==> config.mk <==
export PLATFORM = sky130hd
export DESIGN_NAME = mem_port
export DESIGN_NICKNAME = d
export VERILOG_FILES = /design/src/rtl/mem_port.sv
export SDC_FILE = /design/constraint.sdc
export NUM_CORES = 1
export LEC_CHECK = 0
export CAP_MARGIN = 20
export CORE_MARGIN = 2
export CORE_UTILIZATION = 41
export DETAILED_ROUTE_END_ITERATION = 10
export PLACE_DENSITY = 0.77
export REMOVE_ABC_BUFFERS = 1
export SLEW_MARGIN = 10
export SYNTH_ARGS = -nofsm -noshare
export SYNTH_HDL_FRONTEND = slang
export SYNTH_SLANG_ARGS = --single-unit
==> constraint.sdc <==
create_clock -name clk -period 5.9 [get_ports clk]
set_clock_uncertainty 0.05 [all_clocks]
set_input_delay 1.18 -clock clk [delete_from_list [all_inputs] [get_ports clk]]
set_output_delay 1.18 -clock clk [all_outputs]
set_load 0.005 [all_outputs]
==> src/rtl/mem_port.sv <==
// mem_port: word-access sequencer between the multicycle datapath and a
// single-port, variable-latency unified memory. One access per request,
// req/ack handshake, alignment check and a wait-cycle timeout. Read data
// lands in MDR, and also in IR for instruction fetches.
//
// state | meaning
// IDLE  | waiting for start; alignment checked here
// REQ   | mem_req high, waiting for mem_ack or timeout
// DONE  | one-cycle done pulse after a successful access
// ERR   | one-cycle err pulse after misalignment or timeout
module mem_port #(
   parameter int TIMEOUT = 15
) (
   input  logic        clk,
   input  logic        reset,
   input  logic        start,
   input  logic        we,
   input  logic        fetch,
   input  logic [31:0] addr,
   input  logic [31:0] wdata,
   output logic        mem_req,
   output logic        mem_we,
   output logic [31:0] mem_addr,
   output logic [31:0] mem_wdata,
   input  logic        mem_ack,
   input  logic [31:0] mem_rdata,
   output logic [31:0] instr,
   output logic [5:0]  op,
   output logic [5:0]  funct,
   output logic [31:0] mdr,
   output logic        busy,
   output logic        done,
   output logic        err
);

   localparam int CW = $clog2(TIMEOUT + 1);

   typedef enum logic [1:0] {
      IDLE = 2'd0,
      REQ  = 2'd1,
      DONE = 2'd2,
      ERR  = 2'd3
   } state_t;

   state_t         state;
   logic           req_fetch;
   logic [CW-1:0]  cnt;
   logic [CW-1:0]  cnt_next;

   assign cnt_next = cnt + CW'(1);

   // Outputs are decoded from the registered state only, so neither start
   // nor mem_ack has a combinational path to them.
   assign mem_req = (state == REQ);
   assign done    = (state == DONE);
   assign err     = (state == ERR);
   assign busy    = (state != IDLE);
   assign op      = instr[31:26];
   assign funct   = instr[5:0];

   // Sequencer: request latching, wait counting, IR/MDR capture.
   always_ff @(posedge clk or posedge reset) begin
      if (reset) begin
         state     <= IDLE;
         mem_we    <= 1'b0;
         mem_addr  <= '0;
         mem_wdata <= '0;
         req_fetch <= 1'b0;
         cnt       <= '0;
         instr     <= '0;
         mdr       <= '0;
      end else begin
         case (state)
            IDLE: begin
               if (start) begin
                  if (addr[1:0] == 2'b00) begin
                     mem_we    <= we;
                     mem_addr  <= addr;
                     mem_wdata <= wdata;
                     // A fetch flag on a write is meaningless; drop it here
                     // so the capture logic only has to look at one bit.
                     req_fetch <= fetch & ~we;
                     cnt       <= '0;
                     state     <= REQ;
                  end else begin
                     state <= ERR;
                  end
               end
            end
            REQ: begin
               if (mem_ack) begin
                  if (!mem_we) begin
                     mdr <= mem_rdata;
                     if (req_fetch) instr <= mem_rdata;
                  end
                  state <= DONE;
               end else begin
                  // Counter stops at TIMEOUT because the state leaves REQ.
                  cnt <= cnt_next;
                  if (cnt_next == CW'(TIMEOUT)) state <= ERR;
               end
            end
            DONE:    state <= IDLE;
            ERR:     state <= IDLE;
            default: state <= IDLE;
         endcase
      end
   end

endmodule
# After elaboration in Yosys (flattened, before gate mapping)
# Cells that the tools add are included.
[op_classes]
muxes = 9
bitwise = 3
n_eq_ne = 8
n_reduce_logical = 10
addsub = 1
[op_table]
columns = ["cell", "n"]
rows = [
  ["4-bit two-way mux", 3],
  ["2-bit two-way mux", 4],
  ["4-bit case mux with 2 select lines", 1],
  ["4-bit AND reduction", 2],
  ["2-bit inequality test (second input constant)", 3],
  ["2-bit case mux with 3 select lines", 1],
  ["3-bit AND reduction", 2],
  ["4-bit by 1-bit adder with 4-bit output (second input constant)", 1],
  ["2-bit equality test (second input constant)", 2],
  ["4-bit equality test (second input constant)", 1],
  ["2-bit logical NOT", 2],
  ["2-bit nonzero test", 2],
  ["3-bit by 1-bit inequality test with 1-bit output (second input constant)", 1],
  ["2-bit by 1-bit equality test with 1-bit output (second input constant)", 1],
  ["1-bit NOT", 2],
  ["2-bit AND reduction", 1],
  ["2-bit OR reduction", 1],
  ["1-bit bitwise AND", 1],
]
[totals]
elab_cells = 39
in_bits = 102
regBits = 136
output_inout_bits = 145

# Longest topological paths before layout
# Gate-level depths: netlist of the first run.
[depth]
word_depth = 5
mapped_depth = 5
depth_no_buf = 4

# Worst setup path before layout of the first run
# No wires, ideal clock.
[synth_timing]
path_kind = "input -> register"
start = "input addr[1]"
end = "register mem_addr[28]"
n_path_buf = 2
path_stages = 5
arrival_ns = 2.435
path_slack_ns = 3.287
setup_ns = 0.127
t_required_ns = 5.723
cell_sequence = "or4b_4 -> nor2_4 -> buf_6 -> buf_6 -> mux2_1"
[synth_via]
elab_chain_cells = 2
[synth_lines]
columns = ["element", "line", "rtl"]
rows = [
  ["start, declared", "19", "input logic [31:0] addr,"],
  ["2-bit logical NOT", "76", "if (addr[1:0] == 2'b00) begin"],
  ["3-bit AND reduction (no line)", "-", ""],
  ["end signal, assigned", "78", "mem_addr <= addr;"],
  ["end, declared", "23", "output logic [31:0] mem_addr,"],
]
# Every way passes these cells.
# A chain may end at the register's enable or synchronous reset.

# Final worst setup path of the first run
[layout_timing]
start = "register state[1]"
end = "output busy"
[layout_via]
elab_chain_cells = 1
[layout_lines]
columns = ["element", "line", "rtl"]
rows = [
  ["start, declared", "45", "state_t state;"],
  ["start signal, assigned", "64", "state <= IDLE;"],
  ["start signal, assigned", "84", "state <= REQ;"],
  ["start signal, assigned", "86", "state <= ERR;"],
  ["2-bit nonzero test", "57", "assign busy = (state != IDLE);"],
  ["end, declared", "31", "output logic busy,"],
]
# Every way passes these cells.

==> results of run 1 <==
## per-layer routing
layer / vias to the layer above / routed length, microns
met4: 0 / 254
li1: 1640 / -
met1: 1812 / 5042
met2: 161 / 6739
met5: - / 0
met3: 23 / 1185
## power by group through the flow
stage | Combinational, W | Sequential (W) | Clock (W)
global placement | 0.00169 | 0.00164 | 0
CTS | 0.00175 | 0.00166 | 0.00108
global route | 0.00183 | 0.00172 | 0.00112
detailed placement | 0.00174 | 0.00167 | 0
finish | 0.00172 | 0.00166 | 0.00106
floorplan | 0.000489 | 0.00168 | 0
## area by class of cell
type | instances | area, sq um
multi-input combinational | 161 | 1699
timing repair buffer | 252 | 2507
tap | 172 | 215.2
clock buffer | 22 | 464.2
inverter | 6 | 25.02
fill | 935 | 4233
sequential | 136 | 3403
clock inverter | 9 | 123.9
## path summary, 6_finish.rpt
kind	startpoint	to	slack, ns	cells past startpoint
max in group asynchronous	reset	mdr[2]	3.68	3
min in group asynchronous	reset	mem_wdata[26]	1.11	2
hold / removal	mem_wdata[30]	mem_wdata[30]	0.43	1
hold reg to reg	mem_wdata[30]	mem_wdata[30]	0.43	1
setup reg to reg	state[1]	instr[27]	3.65	5
setup / recovery	state[1]	busy	2.89	2
## stage by stage
step                      util (%)  setup slack [ns]  cell area [sq um]  power [W]
final                        66.59             2.889               8438   0.004430
after floorplan                  -           -0.9278               5110   0.002171
after CTS                    66.59             2.876               8438   0.004499
after global placement       61.95             2.592               7850   0.003338
after detailed placement     61.95             2.539               7850   0.003407
after global routing         66.59             2.815               8438   0.004674
## critical path, delay by kind of cell, from the launching register on
kind,cells,cell delay (ns)
flip-flops,1,0.56
buffers and inverters,1,0.44
AND/OR/NAND/NOR,1,0.37
## cells in the final DEF (no fill, tap or decap), types with 3 or more instances in the layout
cell,count
clkbuf_16,17
mux2_2,80
dfrtp_1,136
inv_1,5
nor2b_1,3
clkinv_2,5
clkbuf_1,3
mux2_1,48
bufinv_16,3
buf_4,6
clkdlybuf4s50_1,246
## kinds of logic after synthesis
logic type	Yosys count	synth area share, %
buffers and inverters	33	4.531
AOI/OAI and AO/OA	13	1.785
xor gates and xnor gates	1	0.1644
muxes	128	27.05
adders and majority gates	2	0.4695
and+or+nand+nor	17	2.137
DFF	136	63.86
## flip-flops by register name, indices dropped and copies added, names as in the netlist
signal	flops
req_fetch	1
state	2
mem_wdata	32
mem_addr	32
mdr	32
cnt	4
instr	32
mem_we	1
==> flow_metrics.env, run 1 <==
export IMPL_ant_nets=0
export IMPL_grt_max_degree=49
export IMPL_irDropWorstVdd_mv=0.3612
export IMPL_crit_path_max_fanout=14
export IMPL_diodes=0
export IMPL_worst_path_largest_cell_delay_ns=0.56
export IMPL_numPortBuffers=246
export IMPL_yosysMostFrequentCell="dfrtp_1"
export IMPL_crit_path_end_kind="output port"
export IMPL_maxCapViolCount=0
export IMPL_synth_common_cells="dfrtp_1 (136), mux2_2 (80), mux2_1 (48)"
export IMPL_routed_wl_mm=13.22
export IMPL_ctsHoldBuffers=0
export IMPL_row_count=41
export IMPL_tns_ns=0
export IMPL_required_ns=4.67
export IMPL_h_tree_depth=4
export IMPL_synth_warnings=0
export IMPL_p_int_w=0.003285
export IMPL_clock_sinks=136
export IMPL_met3_usage_pct=8.576
export IMPL_dr_total_vias=3636
export IMPL_synth_top_area_share_pct=63.86
export IMPL_hold_violations=0
export IMPL_syn_inst=330
export IMPL_setup_worst_path_class="flop to output port"
export IMPL_track_usage_pct=19.85
export IMPL_yosysSeqAreaShare_pct=63.86
export IMPL_vias_per_cell=4.797
export IMPL_post_route_period_util_pct=51.03
export IMPL_slew_viol_final=0
export IMPL_drive_above_1_share_pct=20.31
export IMPL_synthesis_area_sq_um=5329
export IMPL_seqPwrFrac_pct=37.4
export IMPL_power_frac_comb_pct=38.8
export IMPL_wl_per_cell_microns=17.44
export IMPL_dp_hpwl_mm=9.452
export IMPL_synth_top_cell_by_area="dfrtp_1"
export IMPL_die_y_microns=118.0
export IMPL_grt_pass1_vias=4065
export IMPL_drcViolationCount=0
export IMPL_hold_ws_ns=0.4314
export IMPL_post_cts_setup_buffer_count=0
export IMPL_io_pins=247
export IMPL_ys_flop_type="dfrtp_1"
export IMPL_gp_congestion=0.7454
export IMPL_fp_dieW_microns=118.0
export IMPL_ys_types=34
export IMPL_status="finished clean"
export IMPL_cts_tree="done"
export IMPL_path_cells="or2_2, clkdlybuf4s50_1"
export IMPL_arrival_ns=1.78
export IMPL_nets=678
export IMPL_avgSynthCellArea_sq_um=16.15
export IMPL_coreArea_sq_um=12670
export IMPL_ys_seq_elements=136
export IMPL_postCtsResizedCells=0
export IMPL_use_met1_pct=21.57
export IMPL_busiest_layer="met2"
export IMPL_clockBufferDepth=2
export IMPL_clkTransAtPathRegs_ns=0.05
export IMPL_timing_max_slew_rel_slack_pct=60.15
export IMPL_leakagePower_nw=3.628
export IMPL_first_pass_iters=4
export IMPL_overflow=0
export IMPL_start_kind="flop"
export IMPL_period_minus_slack_ns=3.011
export IMPL_holdCritPathClass="flop to flop"
export IMPL_ctsRootBufferMaster="clkbuf_16"
export IMPL_finalSetupViolCount=0
export IMPL_tightest_slew_ns=0.5978
export IMPL_start_util_pct=42.06
export IMPL_grt_first_pass_wirelength_mm=21.49
export IMPL_drtIter0Drc=113
export IMPL_cts_buffers=17
export IMPL_fp_dieArea_sq_um=13930
export IMPL_fin_cells=758
export IMPL_async_flop_share_pct=100.0
export IMPL_syn2layout_area_growth_pct=58.35
export IMPL_clock_fmax_ghz=0.3322
export IMPL_rsz0062_at_grt="no"
export IMPL_clk_latency_ns=0.41
export IMPL_yosys_top_cells_area="dfrtp_1 (64%), mux2_2 (17%), mux2_1 (10%)"
export IMPL_slowest_stage="dfrtp_1"
export IMPL_p_switching_w=0.001146
export IMPL_antenna_found_initial=0
export IMPL_gr_usage_met2_pct=34.30
export IMPL_switching_share_pct=25.86
export IMPL_powerDensity_nw_per_um2=525.0
export IMPL_p_clk_share_pct=23.8
export IMPL_synth_edf_count=0
export IMPL_place_inst=727
Power figures use the tool's default switching activity.
==> run 2: changes to the inputs <==
==> constraint.sdc (replaced) <==
create_clock -name clk -period 3.1 [get_ports clk]
set_clock_uncertainty 0.05 [all_clocks]
set_input_delay 0.62 -clock clk [delete_from_list [all_inputs] [get_ports clk]]
set_output_delay 0.62 -clock clk [all_outputs]
set_load 0.005 [all_outputs]
==> flow_metrics.env, run 2 (same netlist as run 1, synthesis figures left out) <==
export IMPL_hold_violations=0
export IMPL_arrival_ns=1.78
export IMPL_startpoint="state[1]"
export IMPL_post_route_period_util_pct=78.95
export IMPL_fp_dieW_microns=118.0
export IMPL_track_usage_pct=19.11
export IMPL_fin_cells=759
export IMPL_min_delay_start="mem_wdata[24]"
export IMPL_numPortBuffers=246
export IMPL_ctsHoldBuffers=0
export IMPL_drcViolationCount=0
export IMPL_rr_endpoint="mem_wdata[1]"
export IMPL_place_ws_ns=0.4516
export IMPL_grt_first_pass_wirelength_mm=20.84
export IMPL_worstRegToRegCells=4
export IMPL_mostFrequentLayoutCell="clkdlybuf4s50_1"
export IMPL_die_y_microns=118.0
export IMPL_overflow=0
export IMPL_clk_latency_ns=0.40
export IMPL_nFillCells=948
export IMPL_status="finished clean"
export IMPL_period_minus_slack_ns=2.447
export IMPL_crit_path_max_fanout=14
export IMPL_dp_hpwl_mm=9.504
export IMPL_ctsRootBufferMaster="clkbuf_16"
export IMPL_drive_above_1_share_pct=20.27
export IMPL_min_path_cells=1
export IMPL_hold_ws_ns=0.4323
export IMPL_r2r_slack_ns=1.04
export IMPL_antenna_found_initial=0
export IMPL_maxCapViolCount=0
export IMPL_grt_pass1_vias=4004
export IMPL_ant_nets=0
export IMPL_dr_total_vias=3611
export IMPL_timing_max_slew_rel_slack_pct=65.10
export IMPL_clock_sinks=136
export IMPL_setup_worst_path_class="flop to output port"
export IMPL_row_count=41
export IMPL_diodes=0
export IMPL_wl_per_cell_microns=17.00
export IMPL_postCtsResizedCells=0
export IMPL_fin_util_pct=66.33
export IMPL_first_pass_iters=6
export IMPL_fp_dieArea_sq_um=13930
export IMPL_seqCellArea_sq_um=3403
export IMPL_rsz0062_at_grt="no"
export IMPL_tightest_slew_ns=0.5235
export IMPL_clkTransAtPathRegs_ns=0.05
export IMPL_vias_per_cell=4.758
export IMPL_cts_tree="done"
export IMPL_tns_ns=0
export IMPL_finalSetupViolCount=0
export IMPL_grt_max_degree=66
export IMPL_start_kind="flop"
export IMPL_post_cts_setup_buffer_count=0
export IMPL_crit_path_end_kind="output port"
export IMPL_nets=678
export IMPL_cts_buffers=17
export IMPL_final_cell_mix="clkdlybuf4s50_1 (246), dfrtp_1 (136), mux2_2 (80)"
export IMPL_clock_fmax_ghz=0.4086
export IMPL_leakagePower_nw=3.597
export IMPL_finalWorstSetupSlack_ns=0.6525
export IMPL_irDropWorstVdd_mv=0.5719
export IMPL_drtIter0Drc=108
export IMPL_holdPathEnd="mem_wdata[24]"
export IMPL_place_inst=727
export IMPL_coreArea_sq_um=12670
export IMPL_r2r_start="state[0]"
export IMPL_required_ns=2.43
export IMPL_multi_input_area_sq_um=1699
export IMPL_powerDensity_nw_per_um2=974.9
export IMPL_routed_wl_mm=12.90
export IMPL_clockBufferDepth=2
export IMPL_holdCritPathClass="flop to flop"
export IMPL_h_tree_depth=4
export IMPL_gp_congestion=0.8002
export IMPL_start_util_pct=42.06
export IMPL_slew_viol_final=0
export IMPL_io_pins=247
export IMPL_syn2layout_area_growth_pct=57.71
[run 2: changes by cell type in the layout (fill, tap and decap cells not counted), sizes merged]
cell / delta
clkinv: -1
bufinv: -3
clkbuf: +2
clkinvlp: +3
[run 2: how the worst max path moves through the flow]
stage / to / cells past startpoint
final: busy / 2
after global routing: done / 2
after CTS: busy / 2
after detailed placement: mem_wdata[29] / 5
after global placement: mem_addr[23] / 5
after floorplan: instr[0] / 3
[run 2: worst max-delay path, cell delays in order (launching register included)]
cell and delay, ns:
dfrtp_1 0.56, or2_2 0.37, clkdlybuf4s50_1 0.44
[run 2: per-layer routing]
layer	vias up	track usage (%)	wire length [microns]
met4	0	8.133	288
met5	-	0	0
met1	1775	21.48	5111
met3	21	7.897	1080
li1	1647	-	-
met2	168	32.01	6423
[run 2: cell type report]
cell class,count,area share (%)
Multi-Input combinational cell,161,20.22
Timing Repair Buffer,252,30.13
Clock buffer,24,5.732
Clock inverter,8,0.5657
Tap cell,172,2.561
Inverter,6,0.2978
Sequential cell,136,40.49
[run 2: stage by stage]
step | power, W | cell area, sq um
global placement | 0.006358 | 7875
finish | 0.008193 | 8404
CTS | 0.008316 | 8404
global route | 0.008662 | 8404
floorplan | 0.004133 | 5110
detailed placement | 0.006489 | 7875
[run 2: power breakdown]
| group | switching [W] | total [W] | internal (W) | leakage (nW) |
|---|---|---|---|---|
| Clock | 0.000699 | 0.00178 | 0.00108 | 0.256 |
| Sequential | 0.000510 | 0.00316 | 0.00265 | 1.68 |
| Combinational | 0.000948 | 0.00326 | 0.00231 | 1.66 |
==> edit 1, RTL diff (config.mk and constraints of run 2) <==
`TIMEOUT`: 15 -> 16.
--- a/src/rtl/mem_port.sv
+++ b/src/rtl/mem_port.sv
@@ -9,7 +9,7 @@
 // DONE  | one-cycle done pulse after a successful access
 // ERR   | one-cycle err pulse after misalignment or timeout
 module mem_port #(
-   parameter int TIMEOUT = 15
+   parameter int TIMEOUT = 16
 ) (
    input  logic        clk,
    input  logic        reset,
Check against the original RTL: same outputs for any inputs over 4 cycles, from zero or initial values and one cycle with reset high; that may be too few to reach the edited logic, so the function may still have changed.
==> edit 1 against run 2 <==
Utilization fell by 0.60 points. Cell area rose by 4.0%. Total power rose by 8.4%. Worst hold slack improved by 0.020 ns. Sequential cell count up 1. Area after synthesis up 4.9%. Setup slack improved by 0.0025 ns. Critical path depth unchanged. Wire length rose by 1.7%. Largest cell class unchanged.
==> edit 1: results (changes against run 2) <==
post_synth_mux_area_share_pct: 29.00  # +1.9 points
peakVddDrop_mv: 0.4258  # -26%
seq_area_frac_synth_pct: 61.35  # -2.5 points
grt_first_pass_wirelength_mm: 21.16  # +1.5%
comb.multi_input.count: 167  # +3.7%
result_of_the_run: "finished, final reports clean"
first_iter_violations: 86  # -20%
route.detailed.wl_per_inst_um: 16.99  # about the same
synth.avg_cell_area_um2: 16.48  # +2.1%
grt_pass1_vias: 4038  # +0.85%
detailed_place.area_um2: 8114  # +3.0%
met2_length_mm: 6.564  # +2.2%
holdWs_ns: 0.4518  # +0.01951 ns
postRouteWirelength_mm: 13.12  # +1.7%
globalRouteTotalUtil_pct: 19.09  # about the same
detail_route.first_pass.iterations: 5  # -1
n_clock_buffer: 22  # -8.3%
tcrit_tclk_final_pct: 78.87  # -0.080 points
gp_routability_congestion: 0.7131  # -11%
detail_placement_hpwl_mm: 9.577  # +0.77%
multi_input_comb_area_um2: 1888  # +11%
final-nonclk-buf-share_pct: 29.12  # -1.0 points
reg2reg_slack_ns: 0.93  # -0.11 ns
wl_met1_mm: 5.002  # -2.1%
synth-adder-area-share_pct: 0.2239  # -0.25 points
num-fill-cells: 973  # +2.6%
preCtsSetupSlack_ns: 0.3673  # -0.08435 ns
hold_path_end: "mdr[9]$_DFFE_PP0P_"
num-nets-final: 686  # +1.2%
synth.top_cells.by_area: "sky130_fd_sc_hd__dfrtp_1 61%, sky130_fd_sc_hd__mux2_2 16%, sky130_fd_sc_hd__mux2_4 13%, sky130_fd_sc_hd__buf_12 2.1%, sky130_fd_sc_hd__buf_4 1.7%"
power.static_leakage_uw: 0.003765  # +4.7%
==> edit 1: worst max-delay path by stage <==
stage / start / end / cells past startpoint
6_report: state[1]$_DFFE_PP0P_ / busy / 2
5_1_grt: state[1]$_DFFE_PP0P_ / done / 2
4_1_cts: state[1]$_DFFE_PP0P_ / busy / 2
3_5_place_dp: start / mem_addr[21]$_DFFE_PP0P_ / 5
3_3_place_gp: start / mem_addr[16]$_DFFE_PP0P_ / 5
2_1_floorplan: mem_ack / instr[0]$_DFFE_PP0P_ / 3
==> edit 1: report_power, final <==
part           internal [uW]  switching [uW]  leakage (uW)
sequential              2680             561       0.00169
combinational           2580             967       0.00177
clock                   1350             741      0.000299
total                   6610            2270       0.00377
==> edit 1: metal layers <==
metal,track usage (%),up-vias
li1,-,1670
met1,21.73,1815
met4,7.340,0
met5,0,-
met3,8.443,19
met2,31.60,191
==> edit 2, RTL diff (config.mk and constraints of run 2) <==
Made on the original files. Encoding of `state_t`: now one-hot (4 bits for 4 states).
--- a/src/rtl/mem_port.sv
+++ b/src/rtl/mem_port.sv
@@ -35,11 +35,11 @@
 
    localparam int CW = $clog2(TIMEOUT + 1);
 
-   typedef enum logic [1:0] {
-      IDLE = 2'd0,
-      REQ  = 2'd1,
-      DONE = 2'd2,
-      ERR  = 2'd3
+   typedef enum logic [3:0] {
+      IDLE = 4'b0001,
+      REQ  = 4'b0010,
+      DONE = 4'b0100,
+      ERR  = 4'b1000
    } state_t;
 
    state_t         state;
Function: no difference found for any inputs over 4 cycles, from zero or initial values and one cycle with reset high; so few cycles prove little.
==> edit 2 against run 2 <==
Synthesized cell count up 1.5%. Wire length up 6.0%. Area after synthesis up 3.1%. Total power down 20%. Cell area up 3.7%. Setup slack worse by 0.15 ns. Count of clock-buffer cells in the layout down 4. Clock power up 20%. Sequential cell count up 2. Largest cell class unchanged. Largest power group is now registers.
==> edit 2: results (changes against run 2) <==
result_of_the_run: "finished, final reports clean"
cts_max_path_buffers: 2  # unchanged
globalRouteTotalUtil_pct: 19.92  # +0.81 points
postSynth.topFlopCell: "sky130_fd_sc_hd__dfrtp_1"
antenna-diode-count: 0  # unchanged
peakVddDrop_mv: 0.4542  # -21%
worst-endpoint-arrival_ns: 1.92  # +0.14 ns
clkLatencyLatePin_ns: 0.41
detail_placement_hpwl_mm: 9.934  # +4.5%
yosys_warnings: 0  # unchanged
cp_max_fo: 6  # -8
netlist_top_cells_count: "137 x sky130_fd_sc_hd__dfrtp_1, 101 x sky130_fd_sc_hd__mux2_2, 26 x sky130_fd_sc_hd__mux2_4"
synth.top_cells.by_area: "sky130_fd_sc_hd__dfrtp_1 62%, sky130_fd_sc_hd__mux2_2 21%, sky130_fd_sc_hd__mux2_4 7.1%, sky130_fd_sc_hd__buf_4 1.6%, sky130_fd_sc_hd__nor4b_4 0.87%"
clkTransAtPathRegs_ns: 0.05  # about the same
share_of_post_route_cells_with_drive_strength_above_1_pct: 28.79  # +8.5 points
timing.max_slew.rel_slack_pct: 58.54  # -6.6 points
grt-ovfl-total: 0  # unchanged
post-cts-setup-buffer-count: 0  # unchanged
worst_path_largest_cell_delay_ns: 0.58  # +0.02 ns
first_iter_violations: 107  # -0.93%
cellInternalPower_uw: 4996  # -17%
num-nets-final: 685  # +1.0%
route.detailed.wl_per_inst_um: 17.77  # +4.5%
grt_antenna_before_repair: 0  # unchanged
root_buffer: "sky130_fd_sc_hd__clkbuf_16"
yosysUniqueCellTypes: 32  # -5.9%
power.static_leakage_uw: 0.003955  # +10%
worstHoldStart: "mem_addr[1]$_DFFE_PP0P_"
place_inst: 738  # +1.5%
hold_path_class: "flop to flop"
startpoint: "state[0]$_DFFE_PP1P_"
synth.avg_cell_area_um2: 16.40  # +1.6%
cts_buffer_count: 17  # unchanged
grt_first_pass_wirelength_mm: 21.77  # +4.5%
seq_area_frac_synth_pct: 62.88  # -0.99 points
gp_routability_congestion: 0.8092  # +1.1%
postRouteWirelength_mm: 13.68  # +6.0%
maximum_number_of_pins_on_one_net_before_global_route_repair: 59  # -11%
synth-async-reset-ratio_pct: 100.0  # unchanged
cpMaxStageDelayCell: "sky130_fd_sc_hd__dfstp_2"
num-fill-cells: 960  # +1.3%
detail_route.first_pass.iterations: 4  # -2
ctsResizeCount: 0  # unchanged
grt_pass1_vias: 4063  # +1.5%
port-buffer-count: 246  # unchanged
h-tree-depth: 4  # unchanged
post_drt_via_cell_ratio: 4.756  # about the same
synth-edff-count: 0  # unchanged
==> edit 2: path summary, 6_finish.rpt <==
kind | to | slack, ns | cells past startpoint
min in group asynchronous | mem_addr[6]$_DFFE_PP0P_ | 0.57 | 2
worst max register to register | mem_wdata[8]$_DFFE_PP0P_ | 1.09 | 4
worst max-delay path | busy | 0.51 | 3
max in group asynchronous | state[0]$_DFFE_PP1P_ | 1.75 | 3
worst min register to register | mem_addr[1]$_DFFE_PP0P_ | 0.43 | 1
worst min-delay path | mem_addr[1]$_DFFE_PP0P_ | 0.43 | 1
==> edit 2: per-stage QoR <==
step | hold WS [ns] | utilization, % | setup slack [ns] | area (um2)
after CTS | 0.4380 | 66.05 | 0.4697 | 8712
after detailed placement | 0.4237 | 61.29 | 0.3729 | 8084
after floorplan | 0.3997 | - | -1.265 | 5306
after global routing | 0.4496 | 66.05 | 0.3583 | 8712
after global placement | 0.4215 | 61.29 | 0.4610 | 8084
final | 0.4319 | 66.05 | 0.5053 | 8712
==> edit 2: routing by layer <==
| layer | GRT usage (%) | up-vias | share of wire [%] |
|---|---|---|---|
| li1 | - | 1659 | - |
| met1 | 22.87 | 1879 | 39 |
| met2 | 35.11 | 100 | 55 |
| met3 | 5.181 | 24 | 4.1 |
| met4 | 8.529 | 0 | 2.3 |
| met5 | 0 | - | 0 |
==> edit 2: worst max-delay path: cells and delay by family, from the launching register on <==
kind	cells	cell delay, ns
simple gates	1	0.41
flops	1	0.58
buf+inv	2	0.52
==> edit 2: cells by family (layout without fill, tap and decap cells) <==
| group | count (synthesis) | after routing | synth area share (%) |
|---|---|---|---|
| flops | 138 | 138 | 62.88 |
| mux | 128 | 128 | 27.99 |
| buf+inv | 32 | 291 | 3.758 |
| simple gates | 22 | 22 | 2.984 |
| compound gates | 9 | 9 | 1.298 |
| xor+xnor | 4 | 4 | 0.6376 |
| fa+ha+maj | 2 | 2 | 0.4554 |
==> edit 2: final cells by class <==
type	instances	share of cell area, %
flip-flops and latches	138	39.65
well taps	176	2.528
repair buffers	254	29.24
clock inverters	12	1.968
multi-input cells	165	21.10
clock buffers	20	5.242
inverters	5	0.2729
==> edit 2: power groups by stage <==
| stage | Clock [uW] | Combinational, uW | Sequential [uW] |
|---|---|---|---|
| after floorplan | 0 | 574 | 2580 |
| after global routing | 2270 | 1950 | 2610 |
| final | 2130 | 1840 | 2550 |
| after detailed placement | 0 | 1860 | 2570 |
| after global placement | 0 | 1810 | 2550 |
| after CTS | 2170 | 1870 | 2550 |
